**config.mk**
```make
export PLATFORM = sky130hd
export DESIGN_NAME = spatial_encoder
export DESIGN_NICKNAME = d
export VERILOG_FILES = /design/src/rtl/spatial_encoder_pkg.sv /design/src/rtl/spatial_encoder_hv_vote_counter.sv /design/src/rtl/spatial_encoder.sv
export SDC_FILE = /design/constraint.sdc
export NUM_CORES = 1
export LEC_CHECK = 0
export CAP_MARGIN = 40
export CORE_MARGIN = 5
export CORE_UTILIZATION = 54
export CTS_CLUSTER_SIZE = 20
export DETAILED_ROUTE_END_ITERATION = 8
export GPL_TIMING_DRIVEN = 1
export PLACE_DENSITY = 0.77
export SYNTH_ARGS = -nofsm -noshare
export SYNTH_HDL_FRONTEND = slang
export SYNTH_SLANG_ARGS = --single-unit
```
**constraint.sdc**
```tcl
create_clock -name clk -period 4.2 [get_ports clk]
set_input_delay 0.84 -clock clk [delete_from_list [all_inputs] [get_ports clk]]
set_output_delay 0.84 -clock clk [all_outputs]
set_load 0.01 [all_outputs]
```
**src/rtl/spatial_encoder_pkg.sv**
```systemverilog
// Shared constants, state encoding and the channel-binding permutation
// for the spatial encoder.
package spatial_encoder_pkg;

    localparam int HV_DIMENSION       = 32;
    localparam int MAX_FEATURE_WIDTH  = 4;
    localparam int NUM_CHANNEL_WIDTH  = 3;
    localparam int MAJORITY_THRESHOLD = 4;

    typedef enum logic [1:0] {
        ST_IDLE  = 2'd0,
        ST_FETCH = 2'd1,
        ST_DRAIN = 2'd2,
        ST_DONE  = 2'd3
    } state_t;

    // Binding: result[i] = hv[(i - sh) mod D], i.e. rotate left by sh.
    function automatic logic [HV_DIMENSION-1:0] rotl_hv(
        input logic [HV_DIMENSION-1:0]      hv,
        input logic [NUM_CHANNEL_WIDTH-1:0] sh
    );
        logic [2*HV_DIMENSION-1:0] dbl;
        dbl = {hv, hv};
        return dbl[HV_DIMENSION - int'(sh) +: HV_DIMENSION];
    endfunction

endpackage

```
**src/rtl/spatial_encoder_hv_vote_counter.sv**
```systemverilog
// One dimension's saturation-free vote counter: clears on frame accept,
// adds up to two vote bits per enabled cycle, flags majority.
module hv_vote_counter #(
    parameter int COUNT_WIDTH = 3,
    parameter int THRESHOLD   = 4
) (
    input  logic                   clk,
    input  logic                   rst_n,
    input  logic                   clr_i,
    input  logic                   add_i,
    input  logic                   vote0_i,
    input  logic                   vote1_i,
    output logic [COUNT_WIDTH-1:0] count_o,
    output logic                   major_o
);

    logic [COUNT_WIDTH-1:0] count_q, count_d;

    always_comb begin
        count_d = count_q;
        if (clr_i) begin
            count_d = '0;
        end else if (add_i) begin
            count_d = count_q + COUNT_WIDTH'(vote0_i) + COUNT_WIDTH'(vote1_i);
        end
    end

    always_ff @(posedge clk or negedge rst_n) begin
        if (!rst_n) begin
            count_q <= '0;
        end else begin
            count_q <= count_d;
        end
    end

    assign count_o = count_q;
    assign major_o = (count_q >= COUNT_WIDTH'(THRESHOLD));

endmodule

```
**src/rtl/spatial_encoder.sv**
```systemverilog
// Sequences one frame of feature levels through the CIM lookup, binds each
// returned vector to its channel by rotation and bundles by majority vote.
module spatial_encoder
    import spatial_encoder_pkg::*;
#(
    parameter int NUM_CHANNELS = 6,
    parameter int COUNT_WIDTH  = 3
) (
    input  logic                                      clk,
    input  logic                                      rst_n,
    input  logic                                      in_valid,
    output logic                                      in_ready,
    input  logic [NUM_CHANNELS*MAX_FEATURE_WIDTH-1:0] features,
    output logic [MAX_FEATURE_WIDTH-1:0]              curr_feature,
    output logic [NUM_CHANNEL_WIDTH-1:0]              cim_fidx,
    input  logic [HV_DIMENSION-1:0]                   cim,
    output logic                                      out_valid,
    input  logic                                      out_ready,
    output logic [HV_DIMENSION-1:0]                   out_hv
);

    localparam logic [NUM_CHANNEL_WIDTH-1:0] LAST_CH = NUM_CHANNEL_WIDTH'(NUM_CHANNELS - 1);

    state_t                                    state_q, state_d;
    logic [NUM_CHANNEL_WIDTH-1:0]              ch_q, ch_d;
    logic                                      drain_q, drain_d;
    logic [NUM_CHANNELS*MAX_FEATURE_WIDTH-1:0] frame_q, frame_d;
    logic [HV_DIMENSION-1:0]                   out_hv_q, out_hv_d;
    logic                                      out_valid_q, out_valid_d;
    logic                                      clear_votes;

    // Tracks which channel the registered CIM output currently belongs to.
    logic                         vld1_q;
    logic [NUM_CHANNEL_WIDTH-1:0] ch1_q;
    logic [HV_DIMENSION-1:0]      bound0_q;
    logic [HV_DIMENSION-1:0]      bound;
    logic [HV_DIMENSION-1:0]      major_w;
    logic                         tie_en;

    always_comb begin
        state_d     = state_q;
        ch_d        = ch_q;
        drain_d     = drain_q;
        frame_d     = frame_q;
        out_hv_d    = out_hv_q;
        out_valid_d = out_valid_q;
        clear_votes = 1'b0;
        case (state_q)
            ST_IDLE: begin
                if (in_valid) begin
                    state_d     = ST_FETCH;
                    ch_d        = '0;
                    frame_d     = features;
                    clear_votes = 1'b1;
                end
            end
            ST_FETCH: begin
                if (ch_q == LAST_CH) begin
                    state_d = ST_DRAIN;
                    drain_d = 1'b0;
                end else begin
                    ch_d = ch_q + NUM_CHANNEL_WIDTH'(1);
                end
            end
            ST_DRAIN: begin
                if (drain_q) begin
                    state_d     = ST_DONE;
                    out_hv_d    = major_w;
                    out_valid_d = 1'b1;
                end else begin
                    drain_d = 1'b1;
                end
            end
            ST_DONE: begin
                if (out_ready) begin
                    state_d     = ST_IDLE;
                    out_valid_d = 1'b0;
                end
            end
            default: state_d = ST_IDLE;
        endcase
    end

    always_ff @(posedge clk or negedge rst_n) begin
        if (!rst_n) begin
            state_q     <= ST_IDLE;
            ch_q        <= '0;
            drain_q     <= 1'b0;
            frame_q     <= '0;
            out_hv_q    <= '0;
            out_valid_q <= 1'b0;
            vld1_q      <= 1'b0;
            ch1_q       <= '0;
            bound0_q    <= '0;
        end else begin
            state_q     <= state_d;
            ch_q        <= ch_d;
            drain_q     <= drain_d;
            frame_q     <= frame_d;
            out_hv_q    <= out_hv_d;
            out_valid_q <= out_valid_d;
            vld1_q      <= (state_q == ST_FETCH);
            ch1_q       <= ch_q;
            if (vld1_q && ch1_q == '0) begin
                bound0_q <= bound;
            end
        end
    end

    assign bound  = rotl_hv(cim, ch1_q);
    assign tie_en = vld1_q && (ch1_q == NUM_CHANNEL_WIDTH'(1));

    // Per-dimension count is exposed for debug only; the majority bit drives out_hv.
    logic [COUNT_WIDTH-1:0] unused_vote_count [HV_DIMENSION];

    generate
        for (genvar gi = 0; gi < HV_DIMENSION; gi++) begin : g_vote
            hv_vote_counter #(
                .COUNT_WIDTH (COUNT_WIDTH),
                .THRESHOLD   (MAJORITY_THRESHOLD)
            ) u_cnt (
                .clk     (clk),
                .rst_n   (rst_n),
                .clr_i   (clear_votes),
                .add_i   (vld1_q),
                .vote0_i (bound[gi]),
                .vote1_i (tie_en & (bound0_q[gi] ^ bound[gi])),
                .count_o (unused_vote_count[gi]),
                .major_o (major_w[gi])
            );
        end
    endgenerate

    assign in_ready     = (state_q == ST_IDLE);
    assign cim_fidx     = (state_q == ST_FETCH) ? ch_q : '0;
    assign curr_feature = (state_q == ST_FETCH)
                        ? frame_q[int'(ch_q) * MAX_FEATURE_WIDTH +: MAX_FEATURE_WIDTH]
                        : '0;
    assign out_valid    = out_valid_q;
    assign out_hv       = out_hv_q;

endmodule
```
; ---- After elaboration in Yosys (flattened, before gate mapping)
; Cells that the tools add are included.
[totals]
word_cells = 310
regBits = 195
in_bits = 60
[classes]
shifts = 2
bitwise_logic = 64
eq_ne = 10
addsub = 66
reduce_logical = 14
muxes = 81
n_lt_le_gt_ge = 32
[op_table]
columns = op, n
row1 = 3-bit two-way mux, 67
row2 = 3-bit by 1-bit adder with 3-bit output, 64
row3 = "3-bit greater-or-equal comparator, second input constant", 32
row4 = 64-bit by 7-bit indexed part select with 32-bit output, 1
row5 = 1-bit AND, 32
row6 = 1-bit bitwise XOR, 32
row7 = 24-bit by 6-bit indexed part select with 4-bit output, 1
row8 = "2-bit != test, second input constant", 5
row9 = 2-bit two-way mux, 4
row10 = 2-bit case mux with 4 select lines, 1
row11 = 2-bit nonzero test, 4
row12 = "6-bit by 3-bit subtractor with 7-bit output, first input constant", 1
row13 = 3-bit case mux with 2 select lines, 1
row14 = 2-bit AND reduction, 3
row15 = 3-bit AND reduction, 2
row16 = 1-bit two-way mux, 5
row17 = "2-bit == test, second input constant", 2
row18 = 4-bit two-way mux, 1
row19 = 1-bit case mux with 2 select lines, 2
row20 = 4-bit AND reduction, 1
row21 = "3-bit by 1-bit adder with 3-bit output, second input constant", 1
row22 = "3-bit by 1-bit == test with 1-bit output, second input constant", 1
row23 = "3-bit == test, second input constant", 1
row24 = 3-bit zero test, 1
row25 = other kinds (3), 4

; ---- Longest topological paths before layout
; Gate-level depths: netlist of the first run.
[depth]
ltp_word = 7
ltp_mapped = 19
depth_no_buf = 13

; ---- Hierarchy
; Synthesis of the first run repeated with hierarchy kept, for this count alone.
[hier_totals]
cells_unflattened = 1149
hier_area_um2 = 12746.0
[by_module_without_submodules]
columns = module, area_per_inst_um2, n_inst, seq_area_each_um2, cells_per_inst
row1 = spatial_encoder, 7464.7, 1, 2477.4, 733
row2 = hv_vote_counter (g_vote[0].u_cnt ...), 165.2, 31, 75.1, 13
row3 = hv_vote_counter (g_vote[5].u_cnt), 161.4, 1, 75.1, 13

; ---- Least setup slack after synthesis of the first run
; OpenSTA, ideal clock, no wires.
[synth_path]
path_kind = reg2reg
startpoint = register ch1_q[0]
endpoint = register g_vote[13].u_cnt.count_q[1]
path_stages_with_launch = 17
synth_period_minus_slack_ps = 3973
slack_ps = 227
n_path_buf = 5
arrival_ps = 3842
path_cell_list = dfrtp_1 > buf_6 > buf_6 > buf_2 > inv_1 > ha_1 > ha_1 > buf_2 > buf_2 > nor4_2 > a211oi_2 > a221oi_1 > mux2i_1 > fa_1 > ha_1 > mux2i_1 > nor2_1
[synth_via]
elab_chain_len = 7
word_cells_on_any_way = 10
cone_classes = add/sub (3) / eq/ne (1) / shift (1) / mux (2) / bitwise (2) / reduce/logical (1)
[synth_rtl]
columns = item, line_no
row1 = from (decl), spatial_encoder.sv:34  ; logic [NUM_CHANNEL_WIDTH-1:0] ch1_q;
row2 = from (signal assigned), spatial_encoder.sv:103  ; ch1_q <= ch_q;
row3 = 6-bit by 3-bit subtractor with 7-bit output (*), spatial_encoder_pkg.sv:24  ; return dbl[HV_DIMENSION - int'(sh) +: HV_DIMENSION];
row4 = 64-bit by 7-bit indexed part select with 32-bit output (*), spatial_encoder_pkg.sv:24
row5 = via g_vote[13].u_cnt.vote0_i, spatial_encoder_hv_vote_counter.sv:11  ; input logic vote0_i,
row6 = branches (longest 2 deep; another with 3-bit by 1-bit adder with 3-bit output), -
row7 = 3-bit by 1-bit adder with 3-bit output (*), spatial_encoder_hv_vote_counter.sv:24  ; count_d = count_q + COUNT_WIDTH'(vote0_i) + COUNT_WIDTH'(vote1_i);
row8 = 3-bit two-way mux (*), spatial_encoder_hv_vote_counter.sv:23  ; end else if (add_i) begin
row9 = 3-bit two-way mux (*), spatial_encoder_hv_vote_counter.sv:21  ; if (clr_i) begin
row10 = to (signal assigned), spatial_encoder_hv_vote_counter.sv:32  ; count_q <= count_d;
row11 = to (decl), spatial_encoder_hv_vote_counter.sv:17  ; logic [COUNT_WIDTH-1:0] count_q, count_d;
; Mark *: on every way through the listed nets, which the timed path passes. The select of a mux whose other input is x is not followed.
; A chain may end at the register's enable or synchronous reset.

; ---- Worst setup path in the final report of the first run
[layout_path]
startpoint = register ch1_q[1]
endpoint = register g_vote[1].u_cnt.count_q[2]
[layout_via]
elab_chain_len = 7
word_cells_on_any_way = 10
cone_classes = add/sub (3) / eq/ne (1) / shift (1) / mux (2) / bitwise (2) / reduce/logical (1)
[layout_rtl]
columns = item, line_no
row1 = 6-bit by 3-bit subtractor with 7-bit output (*), spatial_encoder_pkg.sv:24
row2 = 64-bit by 7-bit indexed part select with 32-bit output (*), spatial_encoder_pkg.sv:24
row3 = via g_vote[1].u_cnt.vote0_i, spatial_encoder_hv_vote_counter.sv:11
row4 = branches (longest 2 deep; another with 3-bit by 1-bit adder with 3-bit output), -
row5 = 3-bit by 1-bit adder with 3-bit output (*), spatial_encoder_hv_vote_counter.sv:24
row6 = 3-bit two-way mux (*), spatial_encoder_hv_vote_counter.sv:23
row7 = 3-bit two-way mux (*), spatial_encoder_hv_vote_counter.sv:21
row8 = to (signal assigned), spatial_encoder_hv_vote_counter.sv:32
row9 = to (decl), spatial_encoder_hv_vote_counter.sv:17
; Marked as above.

==> run_results.csv, run 1 <==
group,metric,value,unit
timing,holdWs,409,ps
worst_setup_path,cp_top_family,"multiplexers",
grt,grt_pass1_wl,46100,um
timing,finalCritPeriodShare,0.942,
place,io_buffers,100,
floorplan,coreArea,22500,sq um
synthesis,synth-edff-count,0,
worst_setup_path,critPathKind,"flop to flop",
layout,final_cells,1434,
worst_setup_path,start_kind,"flop",
synthesis,synth_area,12200,sq um
grt,overflow,0,
clock_tree,cts_buffers,17,
synthesis,async_reset_ff_frac,1.00,
floorplan,start_util,0.544,
drt,drc,0,
layout,diodes,0,
clock_tree,path_clk_slew,80,ps
worst_setup_path,cpPeakStageDelay,620,ps
floorplan,ios,101,
clock_tree,clock-sinks,195,
drt,first_pass_iters,5,
worst_setup_path,worstPathArrival,4270,ps
grt,grt_pass1_vias,8523,
synthesis,yosysUniqueCellTypes,62,
layout,multi_input_area,6930,sq um
clock_tree,cts_tree,"built",
worst_setup_path,rrSetupSlack,240,ps
drt,antenna_left,0,
timing,finalSetupTns,0,ps
grt,grt_util_all_layers,0.220,
layout,regArea,4880,sq um
clock_tree,root_buffer,"clkbuf_16",
worst_setup_path,r2r-end,"g_vote[1].u_cnt.count_o[2]$_DFFE_PN0P_",
synthesis,syn_inst,1056,
place,placedCellCount,1402,
floorplan,dieWidth,161,um
timing,fmax,0.253,GHz
clock_tree,htree_levels,4,
timing,slew_violations,0,
timing,min_period,3960,ps
layout,n_fill_cell,1726,
synthesis,syn-num-nets,1189,
layout,drive_above_1_share,0.198,
floorplan,dieArea,25800,sq um
layout,area_growth_syn_to_layout,16.0,%
place,gp_congestion,0.938,
drt,drt-total-wl,27700,um
clock_tree,clockBufferDepth,2,
timing,fin_skew,11.4,ps
worst_setup_path,worstPathCellList,"inv_1 -> ha_1 -> buf_12 -> mux4_2 -> mux4_2 -> mux2_2 -> nor2_1 -> nor3b_2 -> fa_1 -> ha_1 -> nand2_1 -> xor2_1 -> nor2_1",
synthesis,synth-seq-cells,195,
worst_setup_path,worstReg2RegStart,"ch1_q[1]$_DFF_PN0_",
clock_tree,postCtsSetupBuffers,0,
grt,grt_max_degree,85,
drt,wl_per_cell,19.3,um
worst_setup_path,crit_path_max_fanout,39,
place,dp_hpwl,19800,um
worst_hold_path,holdCritPathClass,"input port to asynchronous set/reset pin",
worst_setup_path,cp.required,4520,ps
timing,hold_viol,0,
grt,antenna_found_initial,0,
drt,vias,8507,
worst_setup_path,cp.buffers_inverters,2,
timing,setup_viol,0,
job,cap_viol_max_count,0,
floorplan,std_cell_rows,55,
synthesis,ys_seq_area_frac,0.399,
synthesis,synth_ff_type,"dfrtp_1",
floorplan,die_height,161,um
timing,slew_headroom,0.449,
worst_setup_path,worstSetupEndpointType,"flop",
worst_setup_path,slowest_stage,"mux4_2",
timing,rsz0062_at_grt,"false",
drt,vias_per_cell,5.93,
worst_setup_path,rr_worst_depth,13,
synthesis,avgSynthCellArea,11.6,sq um
outcome,outcome,"completed",
clock_tree,clock_latency,440,ps
timing,worstMarginPinSlew,805,ps
synthesis,synth_warnings,0,
layout,fin_nets,1269,
drt,drt_iter0_markers,648,
-- per-layer routing --
layer / wire, um / up-vias / part of all wire / track usage
met2: 13700 / 246 / 0.50 / 0.358
met4: 533 / 0 / 0.019 / 0.0579
met5: 0 / - / 0 / 0
met1: 11900 / 4301 / 0.43 / 0.306
li1: - / 3913 / - / -
met3: 1540 / 47 / 0.056 / 0.0459
-- kinds of logic (layout without fill, tap and decap cells) --
family                   Yosys count  count (layout)  share of synthesized area
buffers and inverters             94             187                     0.0359
XOR/XNOR                          36              36                     0.0258
AND/OR/NAND/NOR                  302             302                      0.112
adder cells (fa/ha/maj)           73              73                     0.0943
AO/OA/AOI/OAI                    103             103                     0.0552
multiplexers                     253             253                      0.278
flip-flops                       195             195                      0.399
-- state kept, by name, summed over array words and instances, names as in the netlist --
register	count
g_vote.u_cnt.count_o	96
bound0_q	32
out_hv	32
frame_q	24
ch1_q	3
ch_q	3
state_q	2
drain_q	1
out_valid	1
vld1_q	1
-- per-stage QoR --
step | util | instance area (sq um) | worst slack (ps)
after detailed placement | 0.603 | 13600 | 126
final | 0.631 | 14200 | 244
after floorplan | - | 12200 | 227
after CTS | 0.630 | 14200 | 117
after global routing | 0.631 | 14200 | 55.4
after global placement | 0.603 | 13600 | 113
-- worst max path at each step --
| stage | start | end | slack (ps) | cells after the start |
|---|---|---|---|---|
| floorplan | ch1_q[0]$_DFF_PN0_ | g_vote[13].u_cnt.count_o[1]$_DFFE_PN0P_ | 230 | 16 |
| global placement | ch1_q[1]$_DFF_PN0_ | g_vote[11].u_cnt.count_o[2]$_DFFE_PN0P_ | 110 | 15 |
| detailed placement | ch1_q[1]$_DFF_PN0_ | g_vote[11].u_cnt.count_o[2]$_DFFE_PN0P_ | 130 | 15 |
| CTS | ch1_q[1]$_DFF_PN0_ | g_vote[11].u_cnt.count_o[2]$_DFFE_PN0P_ | 120 | 15 |
| global route | ch1_q[1]$_DFF_PN0_ | g_vote[1].u_cnt.count_o[2]$_DFFE_PN0P_ | 60 | 13 |
| finish | ch1_q[1]$_DFF_PN0_ | g_vote[1].u_cnt.count_o[2]$_DFFE_PN0P_ | 240 | 13 |
-- synthesized netlist by cell type (all sizes together), types with 2 or more instances --
cell type | number | share of area
and3 | 5 | 0.0026
buf | 32 | 0.017
a31o | 2 | 0.0014
mux2i | 107 | 0.088
nor2 | 125 | 0.038
clkbuf | 38 | 0.012
a2bb2oi | 2 | 0.0014
o31ai | 2 | 0.0012
a21o | 6 | 0.0037
o22a | 3 | 0.0021
and2 | 12 | 0.0063
o22ai | 5 | 0.0026
nor2b | 3 | 0.0015
a31oi | 2 | 0.0010
o21ai | 29 | 0.012
or2 | 3 | 0.0015
a2111o | 2 | 0.0018
or3 | 6 | 0.0031
mux4 | 60 | 0.11
a221oi | 3 | 0.0021
mux2 | 86 | 0.080
nand2 | 94 | 0.029
o21a | 2 | 0.0012
nor3b | 12 | 0.0094
o221ai | 3 | 0.0021
xor2 | 35 | 0.025
fa | 32 | 0.052
a21oi | 24 | 0.0098
inv | 24 | 0.0074
ha | 41 | 0.042
a22oi | 5 | 0.0031
dfrtp | 195 | 0.40
nand2b | 8 | 0.0041
nand3 | 16 | 0.0065
a211oi | 4 | 0.0029
a22o | 3 | 0.0021
nor3 | 13 | 0.0057
-- worst register-to-register path, cell delays in order, from the launching register on --
cell and delay, ps:
dfrtp_1 510, inv_1 110, ha_1 330, buf_12 240, mux4_2 630, mux4_2 540, mux2_2 330, nor2_1 180
nor3b_2 90, fa_1 380, ha_1 190, nand2_1 80, xor2_1 170, nor2_1 50
-- repair_timing --
action	in CTS	in global routing
endpoints found under the hold margin	0	0
setup endpoints to repair	0	4
hold buffers	0	0
resized for setup	0	2
-- placed cells by master (no fill, tap or decap), types with 10 or more instances in the layout --
cell / n
nand2_1: 94
clkbuf_16: 17
xor2_1: 35
mux4_2: 60
buf_4: 24
nor2_1: 125
clkdlybuf4s50_1: 99
dfrtp_1: 193
mux2_2: 84
inv_1: 23
mux2i_1: 105
nand3_1: 16
and2_1: 10
a21oi_1: 24
ha_1: 40
o21ai_0: 21
nor3_1: 12
fa_1: 32
-- area by class of cell --
| cell class | instances | area share |
|---|---|---|
| Sequential cell | 195 | 0.344 |
| Tap cell | 285 | 0.0251 |
| Timing Repair Buffer | 131 | 0.0930 |
| Multi-Input combinational cell | 767 | 0.488 |
| Clock buffer | 17 | 0.0300 |
| Inverter | 24 | 0.00635 |
| Clock inverter | 15 | 0.0130 |
Power of run 1 is left out: the tool's default activity adds up to more than one toggle a clock period on the data nets, which glitch-free logic cannot reach.
==> inputs of run 2 (changes only) <==
Settings changed: GPL_TIMING_DRIVEN 1 to 0.
==> run 2 against run 1 <==
Effect of this change:
- largest cell class unchanged
- global-route usage up 3.1 points
- worst setup slack worse by 130 ps
- clock-buffer cell count did not move
- critical path depth increased by 3
- cell count up 3.4%
- highest routed layer unchanged
==> run_results.csv, run 2 (synthesis gave the netlist of run 1 again) <==
group,metric,value,unit
outcome,outcome,"completed",
layout,postLayoutCoreUtil,0.646,
floorplan,start_util,0.544,
worst_setup_path,crit_path_max_fanout,10,
worst_setup_path,cp_top_family,"multiplexers",
drt,vias,8870,
clock_tree,htree_levels,4,
worst_setup_path,worstPathArrival,4380,ps
floorplan,dieArea,25800,sq um
place,io_buffers,100,
worst_setup_path,cp.buffers_inverters,5,
floorplan,coreArea,22500,sq um
timing,rsz0062_at_grt,"true",
layout,area_growth_syn_to_layout,18.8,%
drt,drc,0,
grt,overflow,0,
timing,finalCritPeriodShare,0.973,
drt,drt_iter0_markers,628,
timing,hold_viol,0,
drt,first_pass_iters,6,
timing,slew_violations,0,
grt,antenna_found_initial,0,
worst_setup_path,critPathKind,"flop to flop",
timing,worstMarginPinSlew,808,ps
timing,setup_viol,0,
clock_tree,path_clk_slew,80,ps
layout,largest_register_ffs,96,
job,cap_viol_max_count,0,
worst_setup_path,start_kind,"flop",
grt,grt_pass1_vias,9249,
layout,n_fill_cell,1732,
layout,fin_nets,1318,
drt,vias_per_cell,5.98,
worst_setup_path,rr_worst_depth,16,
place,dp_hpwl,23900,um
grt,grt_util_all_layers,0.251,
floorplan,die_height,161,um
layout,drive_above_1_share,0.203,
drt,drt-total-wl,31800,um
clock_tree,cts_tree,"built",
timing,min_period,4090,ps
clock_tree,clock_latency,440,ps
grt,grt_pass1_wl,51100,um
place,gp_congestion,0.993,
drt,wl_met3,2040,um
clock_tree,clock-sinks,195,
clock_tree,cts_buffers,17,
timing,slew_headroom,0.461,
layout,final_cell_mix,"195 x dfrtp_1, 124 x nor2_1, 101 x mux2i_1",
clock_tree,cts-hold-fix-buffers,0,
worst_setup_path,rrSetupSlack,110,ps
floorplan,dieWidth,161,um
grt,grt_max_degree,111,
drt,top_layer,"met4",
floorplan,ios,101,
clock_tree,root_buffer,"clkbuf_16",
worst_setup_path,cpMostUsedCell,"buf_12",
timing,fmax,0.245,GHz
timing,holdWs,382,ps
worst_setup_path,cpPeakStageDelay,590,ps
worst_setup_path,cp.required,4500,ps
worst_setup_path,slowest_stage,"mux4_2",
worst_setup_path,worstSetupEndpointType,"flop",
timing,fin_skew,13.9,ps
layout,final_common_cell,"dfrtp_1",
drt,dr_wl_met2,15700,um
drt,wl_per_cell,21.4,um
worst_hold_path,holdCritPathClass,"input port to asynchronous set/reset pin",
drt,drt-met1-wl,12900,um
worst_setup_path,worstReg2RegStart,"ch1_q[0]$_DFF_PN0_",
worst_setup_path,worstPathCellList,"buf_6 -> buf_12 -> buf_12 -> inv_1 -> ha_4 -> buf_12 -> mux4_2 -> mux4_2 -> mux2_2 -> xnor2_1 -> nor2_1 -> fa_1 -> ha_1 -> nand2_1 -> xor2_1 -> nor2_1",
worst_setup_path,r2r-end,"g_vote[2].u_cnt.count_o[2]$_DFFE_PN0P_",
drt,antenna_left,0,
clock_tree,clockBufferDepth,2,
layout,diodes,0,
floorplan,std_cell_rows,55,
==> run 2: changes by cell type in the layout (fill, tap and decap cells not counted), moves of 3 or more <==
cell	previous run	this run
buf_4	24	13
mux2i_1	105	101
buf_2	0	4
clkbuf_1	0	34
buf_8	1	7
buf_1	0	11
buf_6	0	4
inv_6	1	4
==> run 2: worst max-delay path by stage <==
stage / from / end / slack [ps] / cells past startpoint
after floorplan: ch1_q[0]$_DFF_PN0_ / g_vote[13].u_cnt.count_o[1]$_DFFE_PN0P_ / 230 / 16
after global placement: rst_n / out_hv[23]$_DFFE_PN0P_ / -5930 / 1
after detailed placement: ch1_q[0]$_DFF_PN0_ / g_vote[13].u_cnt.count_o[2]$_DFFE_PN0P_ / -740 / 17
after CTS: ch1_q[0]$_DFF_PN0_ / g_vote[9].u_cnt.count_o[2]$_DFFE_PN0P_ / 8 / 18
after global routing: ch1_q[0]$_DFF_PN0_ / g_vote[7].u_cnt.count_o[2]$_DFFE_PN0P_ / -10 / 18
final: ch1_q[0]$_DFF_PN0_ / g_vote[2].u_cnt.count_o[2]$_DFFE_PN0P_ / 110 / 16
==> run 2: routing by layer <==
metal,global-route usage,vias to the layer above
met5,0,-
met4,0.0927,0
met3,0.0541,67
met2,0.417,310
met1,0.328,4470
li1,-,4023
==> run 2: final cells by class <==
type | instances | area (sq um) | share of cell area
Inverter | 24 | 90.1 | 0.00620
Clock buffer | 17 | 425 | 0.0293
Clock inverter | 15 | 185 | 0.0127
Timing Repair Buffer | 112 | 1130 | 0.0775
Sequential cell | 195 | 4880 | 0.336
Buffer | 68 | 425 | 0.0293
Multi-Input combinational cell | 767 | 7050 | 0.485
Tap cell | 285 | 357 | 0.0245
==> run 2: through the flow <==
step           TNS [ps]  area (sq um)  setup slack, ps  cells
2_1_floorplan         0         12200              227   1056
3_3_place_gp   -1179590         13600            -5930   1441
3_5_place_dp     -31420         13700             -735   1444
4_1_cts               0         14400             7.90   1478
5_1_grt           -12.3         14500            -12.3   1483
6_report              0         14500              112   1483
==> run 2: timing repair <==
item,4_1_cts,5_1_grt
pin swaps,1,1
setup buffers,3,6
gates resized for setup,25,26
setup endpoints to repair,95,63
Power of run 2 is left out for the same reason.
